<file path="config.mk">
export PLATFORM = sky130hd
export DESIGN_NAME = wb_arbiter_flat
export DESIGN_NICKNAME = d
export VERILOG_FILES = /design/src/rtl/wb_arbiter_if.sv /design/src/rtl/wb_arbiter.sv /design/src/flat_wrapper.sv
export SDC_FILE = /design/constraint.sdc
export NUM_CORES = 1
export LEC_CHECK = 0
export ABC_AREA = 0
export CAP_MARGIN = 20
export CORE_AREA = 2 2 211 213
export CTS_BUF_LIST = sky130_fd_sc_hd__clkbuf_16
export DETAILED_ROUTE_END_ITERATION = 10
export DIE_AREA = 0 0 213 215
export PLACE_DENSITY_LB_ADDON = 0.3
export SETUP_SLACK_MARGIN = 0.05
export SLEW_MARGIN = 15
export SYNTH_ARGS = -nofsm -noshare
export SYNTH_HDL_FRONTEND = slang
export SYNTH_SLANG_ARGS = --single-unit
</file>
<file path="constraint.sdc">
create_clock -name clk -period 3.6 [get_ports clk]
set_clock_uncertainty 0.15 [all_clocks]
set_input_delay 0.72 -clock clk [delete_from_list [all_inputs] [get_ports clk]]
set_output_delay 0.72 -clock clk [all_outputs]
set_load 0.005 [all_outputs]
</file>
<file path="src/rtl/wb_arbiter_if.sv">
// ---------------------------------------------------------------------------
// wb_arbiter_if
//
// Bundles every signal between the writeback arbiter and its neighbours.
//
//   Integer pipe source : ip_wb_dst/result/pc/wb_en/valid -> arbiter,
//                         ip_wb_ready <- arbiter
//   Load/store source   : lsp_ix_dst/result/pc/wb_en/valid -> arbiter,
//                         lsp_ix_ready <- arbiter
//   Regfile write port  : rf_wr_en/dst/data
//   Forward bus         : wb_fwd_valid/dst/data (copies of the regfile write)
//   Retirement          : retire_valid/pc, instret (64-bit retired count)
//
// Modports:
//   slave  - the arbiter itself (consumes results, drives write/retire).
//   master - the surrounding pipeline (produces results, observes outputs).
// ---------------------------------------------------------------------------
interface wb_arbiter_if;

  // Integer pipe result stream
  logic [4:0]  ip_wb_dst;
  logic [63:0] ip_wb_result;
  logic [63:0] ip_wb_pc;
  logic        ip_wb_wb_en;
  logic        ip_wb_valid;
  logic        ip_wb_ready;

  // Load/store pipe result stream
  logic [4:0]  lsp_ix_dst;
  logic [63:0] lsp_ix_result;
  logic [63:0] lsp_ix_pc;
  logic        lsp_ix_wb_en;
  logic        lsp_ix_valid;
  logic        lsp_ix_ready;

  // Register-file write port
  logic        rf_wr_en;
  logic [4:0]  rf_wr_dst;
  logic [63:0] rf_wr_data;

  // Bypass / forward bus
  logic        wb_fwd_valid;
  logic [4:0]  wb_fwd_dst;
  logic [63:0] wb_fwd_data;

  // Retirement
  logic        retire_valid;
  logic [63:0] retire_pc;
  logic [63:0] instret;

  modport slave (
    input  ip_wb_dst, ip_wb_result, ip_wb_pc, ip_wb_wb_en, ip_wb_valid,
    output ip_wb_ready,
    input  lsp_ix_dst, lsp_ix_result, lsp_ix_pc, lsp_ix_wb_en, lsp_ix_valid,
    output lsp_ix_ready,
    output rf_wr_en, rf_wr_dst, rf_wr_data,
    output wb_fwd_valid, wb_fwd_dst, wb_fwd_data,
    output retire_valid, retire_pc, instret
  );

  modport master (
    output ip_wb_dst, ip_wb_result, ip_wb_pc, ip_wb_wb_en, ip_wb_valid,
    input  ip_wb_ready,
    output lsp_ix_dst, lsp_ix_result, lsp_ix_pc, lsp_ix_wb_en, lsp_ix_valid,
    input  lsp_ix_ready,
    input  rf_wr_en, rf_wr_dst, rf_wr_data,
    input  wb_fwd_valid, wb_fwd_dst, wb_fwd_data,
    input  retire_valid, retire_pc, instret
  );

endinterface

</file>
<file path="src/rtl/wb_arbiter.sv">
// ---------------------------------------------------------------------------
// wb_arbiter
//
// Writeback stage. Merges the integer-pipe and load/store-pipe result
// streams onto the single register-file write port, registers the winner
// for one cycle and drives the regfile write, the forward bus and
// retirement. Keeps a 64-bit retired-instruction counter.
//
// Parameters:
//   RR_EN - 1: round-robin between the two sources when both are valid.
//           0: fixed priority, load/store pipe wins.
//
// Ports:
//   clk - clock
//   rst - synchronous, active-high reset
//   bus - wb_arbiter_if.slave: both source streams, regfile write port,
//         forward bus, retirement outputs and instret.
//
// Timing: grant/ready is combinational from valid in the same cycle; the
// accepted result appears on rf_wr_* / retire_* exactly one cycle later.
// The output stage never stalls, so one result is accepted every cycle
// that any source is valid.
// ---------------------------------------------------------------------------
module wb_arbiter #(
  parameter bit RR_EN = 1'b1
) (
  input  logic         clk,
  input  logic         rst,
  wb_arbiter_if.slave  bus
);

  // Which source was granted most recently; only consulted on a tie.
  typedef enum logic {
    SRC_IP  = 1'b0,
    SRC_LSP = 1'b1
  } src_e;

  src_e        r_rr_last;
  logic        r_rf_wr_en;
  logic [4:0]  r_rf_wr_dst;
  logic [63:0] r_rf_wr_data;
  logic        r_retire_valid;
  logic [63:0] r_retire_pc;
  logic [63:0] r_instret;

  logic        w_grant_ip;
  logic        w_grant_lsp;
  logic        w_xfer;
  logic [4:0]  w_dst;
  logic [63:0] w_data;
  logic [63:0] w_pc;
  logic        w_wb_en;

  // -------------------------------------------------------------------------
  // Grant. Depends only on the valids and r_rr_last, never on any ready, so
  // there is no combinational loop back into the sources. Both grants are
  // forced low during reset so nothing is accepted in that cycle.
  // -------------------------------------------------------------------------
  always_comb begin
    // NOTE: every output of a combinational block gets a default before any
    // branch; otherwise an unassigned path infers a latch.
    w_grant_ip  = 1'b0;
    w_grant_lsp = 1'b0;
    if (!rst) begin
      if (bus.ip_wb_valid && bus.lsp_ix_valid) begin
        // Tie: round-robin hands the slot to whoever did not win last time;
        // fixed priority always favours the load/store pipe.
        if (RR_EN && (r_rr_last == SRC_LSP)) begin
          w_grant_ip = 1'b1;
        end else begin
          w_grant_lsp = 1'b1;
        end
      end else if (bus.ip_wb_valid) begin
        w_grant_ip = 1'b1;
      end else if (bus.lsp_ix_valid) begin
        w_grant_lsp = 1'b1;
      end
    end
  end

  assign w_xfer = w_grant_ip | w_grant_lsp;

  // Payload mux: select the granted source. When nothing is granted the
  // values are don't-care because the holding registers are not loaded.
  always_comb begin
    w_dst   = bus.ip_wb_dst;
    w_data  = bus.ip_wb_result;
    w_pc    = bus.ip_wb_pc;
    w_wb_en = bus.ip_wb_wb_en;
    if (w_grant_lsp) begin
      w_dst   = bus.lsp_ix_dst;
      w_data  = bus.lsp_ix_result;
      w_pc    = bus.lsp_ix_pc;
      w_wb_en = bus.lsp_ix_wb_en;
    end
  end

  // -------------------------------------------------------------------------
  // Output register stage.
  // -------------------------------------------------------------------------
  always_ff @(posedge clk) begin
    // NOTE: sequential state uses non-blocking assignments so every register
    // samples the pre-edge values regardless of statement order.
    if (rst) begin
      // NOTE: the payload holding registers are reset too; they are a few
      // flops, not a memory, and a defined value after reset is cheap.
      r_rr_last      <= SRC_IP;
      r_rf_wr_en     <= 1'b0;
      r_rf_wr_dst    <= '0;
      r_rf_wr_data   <= '0;
      r_retire_valid <= 1'b0;
      r_retire_pc    <= '0;
      r_instret      <= '0;
    end else begin
      r_retire_valid <= w_xfer;
      // x0 is hard-wired zero: such a write still retires but is never
      // committed or advertised on the forward bus. Stores have wb_en=0.
      r_rf_wr_en     <= w_xfer && w_wb_en && (w_dst != 5'd0);
      if (w_xfer) begin
        r_rf_wr_dst  <= w_dst;
        r_rf_wr_data <= w_data;
        r_retire_pc  <= w_pc;
        r_rr_last    <= w_grant_lsp ? SRC_LSP : SRC_IP;
      end
      // Counts the instruction being registered now, so instret already
      // includes it in the cycle retire_valid is shown. Wraps naturally.
      r_instret      <= r_instret + {63'd0, w_xfer};
    end
  end

  // -------------------------------------------------------------------------
  // Outputs. The forward bus is an exact copy of the regfile write port.
  // -------------------------------------------------------------------------
  assign bus.ip_wb_ready  = w_grant_ip;
  assign bus.lsp_ix_ready = w_grant_lsp;

  assign bus.rf_wr_en     = r_rf_wr_en;
  assign bus.rf_wr_dst    = r_rf_wr_dst;
  assign bus.rf_wr_data   = r_rf_wr_data;

  assign bus.wb_fwd_valid = r_rf_wr_en;
  assign bus.wb_fwd_dst   = r_rf_wr_dst;
  assign bus.wb_fwd_data  = r_rf_wr_data;

  assign bus.retire_valid = r_retire_valid;
  assign bus.retire_pc    = r_retire_pc;
  assign bus.instret      = r_instret;

endmodule

</file>
<file path="src/flat_wrapper.sv">
// flat-port wrapper written by rule: the top's interface ports become plain ports
module wb_arbiter_flat 
#(
  parameter bit RR_EN = 1'b1
)
  (clk, rst, bus_ip_wb_dst, bus_ip_wb_result, bus_ip_wb_pc, bus_ip_wb_wb_en, bus_ip_wb_valid, bus_ip_wb_ready, bus_lsp_ix_dst, bus_lsp_ix_result, bus_lsp_ix_pc, bus_lsp_ix_wb_en, bus_lsp_ix_valid, bus_lsp_ix_ready, bus_rf_wr_en, bus_rf_wr_dst, bus_rf_wr_data, bus_wb_fwd_valid, bus_wb_fwd_dst, bus_wb_fwd_data, bus_retire_valid, bus_retire_pc, bus_instret);
  wb_arbiter_if bus_i ();
  input  logic clk;
  input  logic rst;
  input wire logic [$bits(bus_i.ip_wb_dst)-1:0] bus_ip_wb_dst;
  input wire logic [$bits(bus_i.ip_wb_result)-1:0] bus_ip_wb_result;
  input wire logic [$bits(bus_i.ip_wb_pc)-1:0] bus_ip_wb_pc;
  input wire logic [$bits(bus_i.ip_wb_wb_en)-1:0] bus_ip_wb_wb_en;
  input wire logic [$bits(bus_i.ip_wb_valid)-1:0] bus_ip_wb_valid;
  output wire logic [$bits(bus_i.ip_wb_ready)-1:0] bus_ip_wb_ready;
  input wire logic [$bits(bus_i.lsp_ix_dst)-1:0] bus_lsp_ix_dst;
  input wire logic [$bits(bus_i.lsp_ix_result)-1:0] bus_lsp_ix_result;
  input wire logic [$bits(bus_i.lsp_ix_pc)-1:0] bus_lsp_ix_pc;
  input wire logic [$bits(bus_i.lsp_ix_wb_en)-1:0] bus_lsp_ix_wb_en;
  input wire logic [$bits(bus_i.lsp_ix_valid)-1:0] bus_lsp_ix_valid;
  output wire logic [$bits(bus_i.lsp_ix_ready)-1:0] bus_lsp_ix_ready;
  output wire logic [$bits(bus_i.rf_wr_en)-1:0] bus_rf_wr_en;
  output wire logic [$bits(bus_i.rf_wr_dst)-1:0] bus_rf_wr_dst;
  output wire logic [$bits(bus_i.rf_wr_data)-1:0] bus_rf_wr_data;
  output wire logic [$bits(bus_i.wb_fwd_valid)-1:0] bus_wb_fwd_valid;
  output wire logic [$bits(bus_i.wb_fwd_dst)-1:0] bus_wb_fwd_dst;
  output wire logic [$bits(bus_i.wb_fwd_data)-1:0] bus_wb_fwd_data;
  output wire logic [$bits(bus_i.retire_valid)-1:0] bus_retire_valid;
  output wire logic [$bits(bus_i.retire_pc)-1:0] bus_retire_pc;
  output wire logic [$bits(bus_i.instret)-1:0] bus_instret;
  assign bus_i.ip_wb_dst = bus_ip_wb_dst;
  assign bus_i.ip_wb_result = bus_ip_wb_result;
  assign bus_i.ip_wb_pc = bus_ip_wb_pc;
  assign bus_i.ip_wb_wb_en = bus_ip_wb_wb_en;
  assign bus_i.ip_wb_valid = bus_ip_wb_valid;
  assign bus_ip_wb_ready = bus_i.ip_wb_ready;
  assign bus_i.lsp_ix_dst = bus_lsp_ix_dst;
  assign bus_i.lsp_ix_result = bus_lsp_ix_result;
  assign bus_i.lsp_ix_pc = bus_lsp_ix_pc;
  assign bus_i.lsp_ix_wb_en = bus_lsp_ix_wb_en;
  assign bus_i.lsp_ix_valid = bus_lsp_ix_valid;
  assign bus_lsp_ix_ready = bus_i.lsp_ix_ready;
  assign bus_rf_wr_en = bus_i.rf_wr_en;
  assign bus_rf_wr_dst = bus_i.rf_wr_dst;
  assign bus_rf_wr_data = bus_i.rf_wr_data;
  assign bus_wb_fwd_valid = bus_i.wb_fwd_valid;
  assign bus_wb_fwd_dst = bus_i.wb_fwd_dst;
  assign bus_wb_fwd_data = bus_i.wb_fwd_data;
  assign bus_retire_valid = bus_i.retire_valid;
  assign bus_retire_pc = bus_i.retire_pc;
  assign bus_instret = bus_i.instret;
  wb_arbiter #(.RR_EN(RR_EN)) u_core (.clk(clk), .rst(rst), .bus(bus_i));
endmodule
</file>
==> impl_metrics.yaml, run 1 <==
hold_path:
  hold_path_class: "flop to flop"
  min_from: "u_core.bus.retire_pc[30]"
clock_tree:
  clk_latency_ns: 0.45
  cts-root-buf: "clkbuf_16"
  cts_buffer_depth: 2
  cts_max_level: 4
  cts_inserted_buffers: 17
  post_cts_buffers: 0
  clk_pin_slew_ns: 0.08
  cts_tree: "yes"
  cts_hold_repair.buffers: 0
  cts_resized: 0
  cts.sinks: 200
sta:
  setup_viol: 0
  finalCritPeriodShare_pct: 91.6
  max_freq_mhz: 303
  rsz0062_at_grt: "no"
  final_max_slew_viol_count: 0
  hold_viol: 0
  slew-limit-headroom_pct: 44.5
  worst_pin_slew_ns: 0.832
  tns_ns: 0
  period_minus_slack_ns: 3.30
power_and_ir_drop:
  netSwitchingPower_mw: 1.49
  pwr-share-comb_pct: 19.8
  internal_power_mw: 4.20
  p_seq_share_pct: 42.4
  fin_total_pwr_mw: 5.69
  clock_power_share_pct: 37.8
  switching_share_pct: 26.2
  p_leak_nw: 5.24
  vdd_ir_drop_max_mv: 0.250
  power_density_nw_per_um2: 372
logic_synthesis:
  synthCells: 1027
  synth-simple-area-share_pct: 18.0
  synth_edf_count: 0
  syn-num-nets: 1301
  ys_seq_elements: 200
  synthAdderAreaFrac_pct: 0.285
  synth_top_family_by_area: "compound AO/OA/AOI/OAI gates"
  synth_compound_area_share_pct: 21.2
  synth_cell_types: 49
  synth-seq-area-share_pct: 45.5
  yosysWarnings: 0
  async_flop_share_pct: 0
  avgSynthCellArea_um2: 8.56
  synth-xor-area-share_pct: 4.18
  synthMuxAreaShare_pct: 1.08
  syn-cell-area_um2: 8790
  synth_ff_type: "dfxtp_1"
cells_and_area:
  diodes: 0
  final_common_cell: "clkdlybuf4s50_1"
  fin_area_um2: 15300
  instances_no_fill: 2099
  fin_nets: 1768
  area_delta_synth_final_pct: 73.8
  layout-drive-gt1-share_pct: 7.03
  final_cell_mix: "541 x clkdlybuf4s50_1, 200 x dfxtp_1, 144 x a21oi_1, 143 x nand2_1, 128 x a22oi_1"
  final_core_util_pct: 35.0
  nFillCells: 4564
status:
  outcome: "completed"
floorplanning:
  start_util_pct: 20.1
  die_h_um: 215
  row_count: 77
  die-width_um: 213
  core_region_area_um2: 43600
  die_area_um2: 45800
  ioPinCount: 543
setup_path:
  reg2reg_from: "u_core.r_rr_last"
  cp_slowest_cell: "clkdlybuf4s50_1"
  path_max_fanout: 16
  slowest_delay_ns: 0.57
  cp.arrival_ns: 2.43
  start_kind: "input pin"
  cp_num_buf_inv: 4
  path_class: "input pin to output pin"
  setup.worst_path.end_class: "output pin"
  crit_required_ns: 2.73
  crit_start: "bus_lsp_ix_valid"
  cp_cell_sequence: "clkdlybuf4s50_1 -> buf_4 -> nand2b_1 -> and3b_4 -> buf_4 -> clkdlybuf4s50_1"
  cp_top_family: "buffers and inverters"
grt:
  overflow: 0
  grt_max_degree: 123
  grt_first_pass_wirelength_mm: 56.9
  antenna_found_initial: 0
  first_global_vias: 9144
  track_usage_pct: 16.7
detailed_routing:
  routedWlPerCell_um: 19.2
  via_per_inst: 4.44
  ant_nets: 0
  drc: 0
  dr.pass1.iters: 5
  dr_total_vias: 9316
  dr.first_iter.drc_count: 535
  wirelength_mm: 40.4
place:
  place_inst: 2066
  hpwl_mm: 31.5
  placed_area_um2: 14600
  gp_congestion: 0.847
  io_buffers: 542
job:
  maxCapViolCount: 0
[cells in the mapped netlist (all sizes together), types with 2 or more instances]
| master | count | area, um2 |
|---|---|---|
| a211oi | 6 | 45.0 |
| a21oi | 144 | 721 |
| a22oi | 128 | 961 |
| a31o | 3 | 26.3 |
| and3 | 5 | 31.3 |
| and4 | 7 | 61.3 |
| buf | 81 | 581 |
| clkbuf | 64 | 240 |
| dfxtp | 200 | 4000 |
| ha | 2 | 25.0 |
| inv | 8 | 30.0 |
| mux2 | 4 | 45.0 |
| mux2i | 5 | 50.1 |
| nand2 | 143 | 537 |
| nand2b | 4 | 25.0 |
| nand3 | 20 | 100 |
| nand4 | 19 | 146 |
| nand4bb | 2 | 22.5 |
| nor2 | 60 | 225 |
| nor2b | 6 | 37.5 |
| nor3 | 10 | 55.1 |
| nor4 | 18 | 146 |
| o21ai | 12 | 60.1 |
| or2 | 4 | 25.0 |
| or3 | 13 | 81.3 |
| or4 | 7 | 60.1 |
| xnor2 | 27 | 236 |
| xor2 | 15 | 131 |
[cells by family after synthesis]
family,Yosys count
multiplexers,9
buffers and inverters,153
AND/OR/NAND/NOR,322
XOR/XNOR,42
flip-flops,200
AO/OA/AOI/OAI,299
adder cells (fa/ha/maj),2
[final cells by class]
| cell class | count | area [um2] | share of cell area, % |
|---|---|---|---|
| inverters | 8 | 30.0 | 0.197 |
| well taps | 592 | 741 | 4.85 |
| clock buffers | 17 | 425 | 2.78 |
| flip-flops and latches | 200 | 4000 | 26.2 |
| repair buffers | 593 | 5880 | 38.5 |
| clock inverters | 15 | 218 | 1.42 |
| multi-input cells | 674 | 3980 | 26.1 |
[metrics by stage]
step,hold slack (ns),setup WS [ns]
2_1_floorplan,0.303,0.0335
3_3_place_gp,0.292,-0.108
3_5_place_dp,0.296,-0.127
4_1_cts,0.307,0.265
5_1_grt,0.323,0.135
6_report,0.303,0.304
[worst reg2reg max path, cell delays in order, from the launching register on]
cell and delay (ns):
dfxtp_1 0.41, nand2b_1 0.15, and3b_4 0.20, or2_4 0.12, ha_4 0.13, and4_4 0.22, or4b_4 0.50, nand4bb_1 0.22
buf_4 0.19, or4_1 0.40, a21oi_1 0.15
[power groups by stage]
stage | Sequential [mW] | Clock, mW | Combinational, mW
floorplan | 2.46 | 0 | 0.366
global placement | 2.46 | 0 | 1.13
detailed placement | 2.47 | 0 | 1.13
CTS | 2.42 | 2.24 | 1.14
global route | 2.43 | 2.32 | 1.20
finish | 2.42 | 2.15 | 1.13
[sequential cells by signal (all words and copies together) (netlist names)]
name,flops
u_core.bus.retire_valid,1
u_core.bus.retire_pc,64
u_core.bus.rf_wr_data,64
u_core.bus.rf_wr_en,1
u_core.r_rr_last,1
u_core.bus.rf_wr_dst,5
u_core.bus.instret,64
[path summary, 6_finish.rpt]
kind                              endpoint  slack, ns  cells past startpoint
setup reg to reg    u_core.bus.instret[63]       0.71                     10
hold / removal    u_core.bus.retire_pc[30]       0.30                      2
hold reg to reg   u_core.bus.retire_pc[30]       0.30                      2
setup / recovery           bus_ip_wb_ready       0.30                      6
[per-layer routing]
| layer | part of all wire (%) | track usage, % | vias to the layer above |
|---|---|---|---|
| met5 | 0 | 0 | - |
| met4 | 4.4 | 8.37 | 0 |
| met3 | 7.8 | 4.73 | 50 |
| met2 | 49 | 29.4 | 358 |
| met1 | 39 | 18.1 | 4393 |
| li1 | - | - | 4515 |
No activity file was read; power rests on OpenSTA's default activity.
==> run 2: changes to the inputs <==
CAP_MARGIN = 25   (was 20)
==> results of run 2 <==
Same layout as run 1: the final DEF is identical, and so are final timing and power.
==> RTL edit, RTL diff (settings of run 1) <==
`r_instret` no longer has a reset.
--- a/src/rtl/wb_arbiter.sv
+++ b/src/rtl/wb_arbiter.sv
@@ -110,7 +110,6 @@
       r_rf_wr_data   <= '0;
       r_retire_valid <= 1'b0;
       r_retire_pc    <= '0;
-      r_instret      <= '0;
     end else begin
       r_retire_valid <= w_xfer;
       // x0 is hard-wired zero: such a write still retires but is never
@@ -124,8 +123,11 @@
       end
       // Counts the instruction being registered now, so instret already
       // includes it in the cycle retire_valid is shown. Wraps naturally.
-      r_instret      <= r_instret + {63'd0, w_xfer};
     end
+  end
+
+  always_ff @(posedge clk) begin
+    r_instret <= r_instret + {63'd0, w_xfer};
   end
 
   // -------------------------------------------------------------------------
Behaviour: differs if rst is asserted again (counterexample within 4 cycles, from zero or initial values and one cycle with rst high); with rst held inactive, the same outputs for 4 cycles.
==> RTL edit against run 1 <==
- global-route usage shrank 0.71 points
- cell area fell by 2.5%
- sequential cell count stayed put
- critical path depth shrank 1
- wire length down 8.4%
- sequential share of layout area rose by 0.68 points
- non-clock buffer count fell by 22
- total power rose by 0.22%
- setup slack worse by 0.043 ns
- area after synthesis shrank 1.7%
- largest power group unchanged
- highest routed layer is now met5
==> RTL edit: results (changes against run 1) <==
| Metric | Value |
|---|---|
| Pin count of the biggest net entering global routing | `86 (-30%)` |
| Total number of vias | `9186 (-1.4%)` |
| Fillers | `4589 (+0.55%)` |
| IO buf count | `542 (unchanged)` |
| First-pass GRT wire length | `55100 µm (-3.1%)` |
| Layout Cells excl Fill | `2154 (+2.6%)` |
| Worst Hold Path EP | `u_core.bus.instret[0]` |
| Mux cell area share after synthesis | `0.130% (-0.95 points)` |
| Compound-Gate Fraction of Synth Area | `1.19% (-20 points)` |
| Worst-Margin Slew | `1.04 ns (+0.203 ns)` |
| CTS buffer count | `17 (unchanged)` |
| R2r startpoint | `u_core.r_rr_last` |
| Reg2Reg Depth | `12 (+2)` |
| Share of cells above drive strength 1 | `5.19% (-1.8 points)` |
| Initial antenna violation count | `2 (+2)` |
| Detailed Place HPWL | `28700 µm (-8.7%)` |
| Routed len/inst | `17.2 µm (-11%)` |
| Synth cell count leaders | `414 x nor2_1, 200 x dfxtp_1, 131 x nor4_1` |
| Pre-Repair DR Iteration Count | `4 (-1)` |
| CTS resizes | `0 (unchanged)` |
| Critical path arrival | `2.47 ns (+0.04 ns)` |
| Detailed Route Iter0 Violations | `407 (-24%)` |
| Adder-cell share of the synthesized area | `0.289% (+0.0049 points)` |
| Crit. Startpoint | `bus_lsp_ix_valid` |
| Main area contributors after synthesis | `dfxtp_1 46%, nor2_1 18%, nor4_1 9.5%` |
| Syn Nets | `1363 (+4.8%)` |
| Synth Area in XOR/XNOR | `6.28% (+2.1 points)` |
| Root buffer cell | `clkbuf_16` |
| Hold_sp | `u_core.bus.instret[0]` |
| Gate Count Post-Synth | `1089 (+6.0%)` |
| Clock Latency Late Sink | `0.48 ns (+0.03 ns)` |
| Synth top area share | `46.3% (+0.78 points)` |
| Tightest Hold Check Type | `register to register` |
| Routability cong. | `0.860 (+1.5%)` |
| CP endpoint | `bus_lsp_ix_ready` |
| Peak VDD IR | `0.000343 V (+37%)` |
| Placed cell area | `0.0143 mm² (-2.1%)` |
| Sequential logic power | `0.00252 W (+4%)` |
| Crit path max fanout | `41 (+25)` |
| Total Nets Final | `1822 (+3.1%)` |
| Post-CTS repair timing setup buffer count | `0 (unchanged)` |
| Sw frac | `28.5% (+2.3 points)` |
| Synth unique cells | `35 (-29%)` |
| Vias in the first global route | `9291 (+1.6%)` |
| LEAKAGE | `5.80 nW (+11%)` |
| Register area share after synthesis | `46.3% (+0.78 points)` |
| Comb power frac | `21.4% (+1.6 points)` |
| R2r setup slk | `0.91 ns (+0.20 ns)` |
| Clock buffer depth | `2 (unchanged)` |
| Reg-to-Reg End | `u_core.bus.instret[59]` |
| GR Util All Layers | `16.0% (-0.71 points)` |
| Placed instance count | `2121 (+2.7%)` |
| Tot Pwr | `0.00570 W (+0.22%)` |
| Outcome | `finished, final reports clean` |
| Hold Path Stages | `1 (-1)` |
[RTL edit: cell types whose count changed in the layout (fill, tap and decap cells not counted), sizes merged, moves of 15 or more]
cell / run 1 / this run
a22oi: 128 / 0
a21oi: 144 / 3
nor4: 18 / 137
xor2: 15 / 30
nor2: 60 / 414
buf: 52 / 30
nand2: 143 / 22
[RTL edit: cell families after synthesis]
| group | Yosys count |
|---|---|
| flops | 200 |
| simple gates | 665 |
| xor+xnor | 62 |
| fa+ha+maj | 2 |
| mux | 1 |
| buf+inv | 146 |
| compound gates | 13 |
[RTL edit: critical path, stage by stage]
cell             delay (ns)
clkdlybuf4s50_1        0.52
a21bo_4                0.24
buf_4                  0.26
nor2_1                 0.18
clkdlybuf4s50_1        0.53
[RTL edit: per-stage QoR]
step                utilization [%]  hold WS (ns)  setup WS [ns]
floorplan                         -         0.304          0.157
global placement               32.8         0.300         0.0129
detailed placement             32.8         0.325        -0.0324
CTS                            34.1         0.345          0.257
global route                   34.1         0.364          0.152
finish                         34.1         0.339          0.261
[RTL edit: per-layer routing]
layer  vias up  global-route usage [%]  share of wire [%]  routed length [µm]
met5         -                       0              0.035                  13
met4         2                    5.24                2.3                 833
met3        41                    6.43                8.8                3240
met2       327                    27.6                 50               18500
met1      4311                    17.7                 39               14300
li1       4505                       -                  -                   -
[RTL edit: final cells by class]
type	count	area, µm²	share of cell area [%]
Timing Repair Buffer	571	5670	38.0
Sequential cell	200	4000	26.9
Multi-Input combinational cell	743	3840	25.8
Tap cell	592	741	4.97
Clock buffer	17	425	2.86
Clock inverter	15	159	1.07
Inverter	15	56.3	0.378
Antenna cell	1	2.50	0.0168
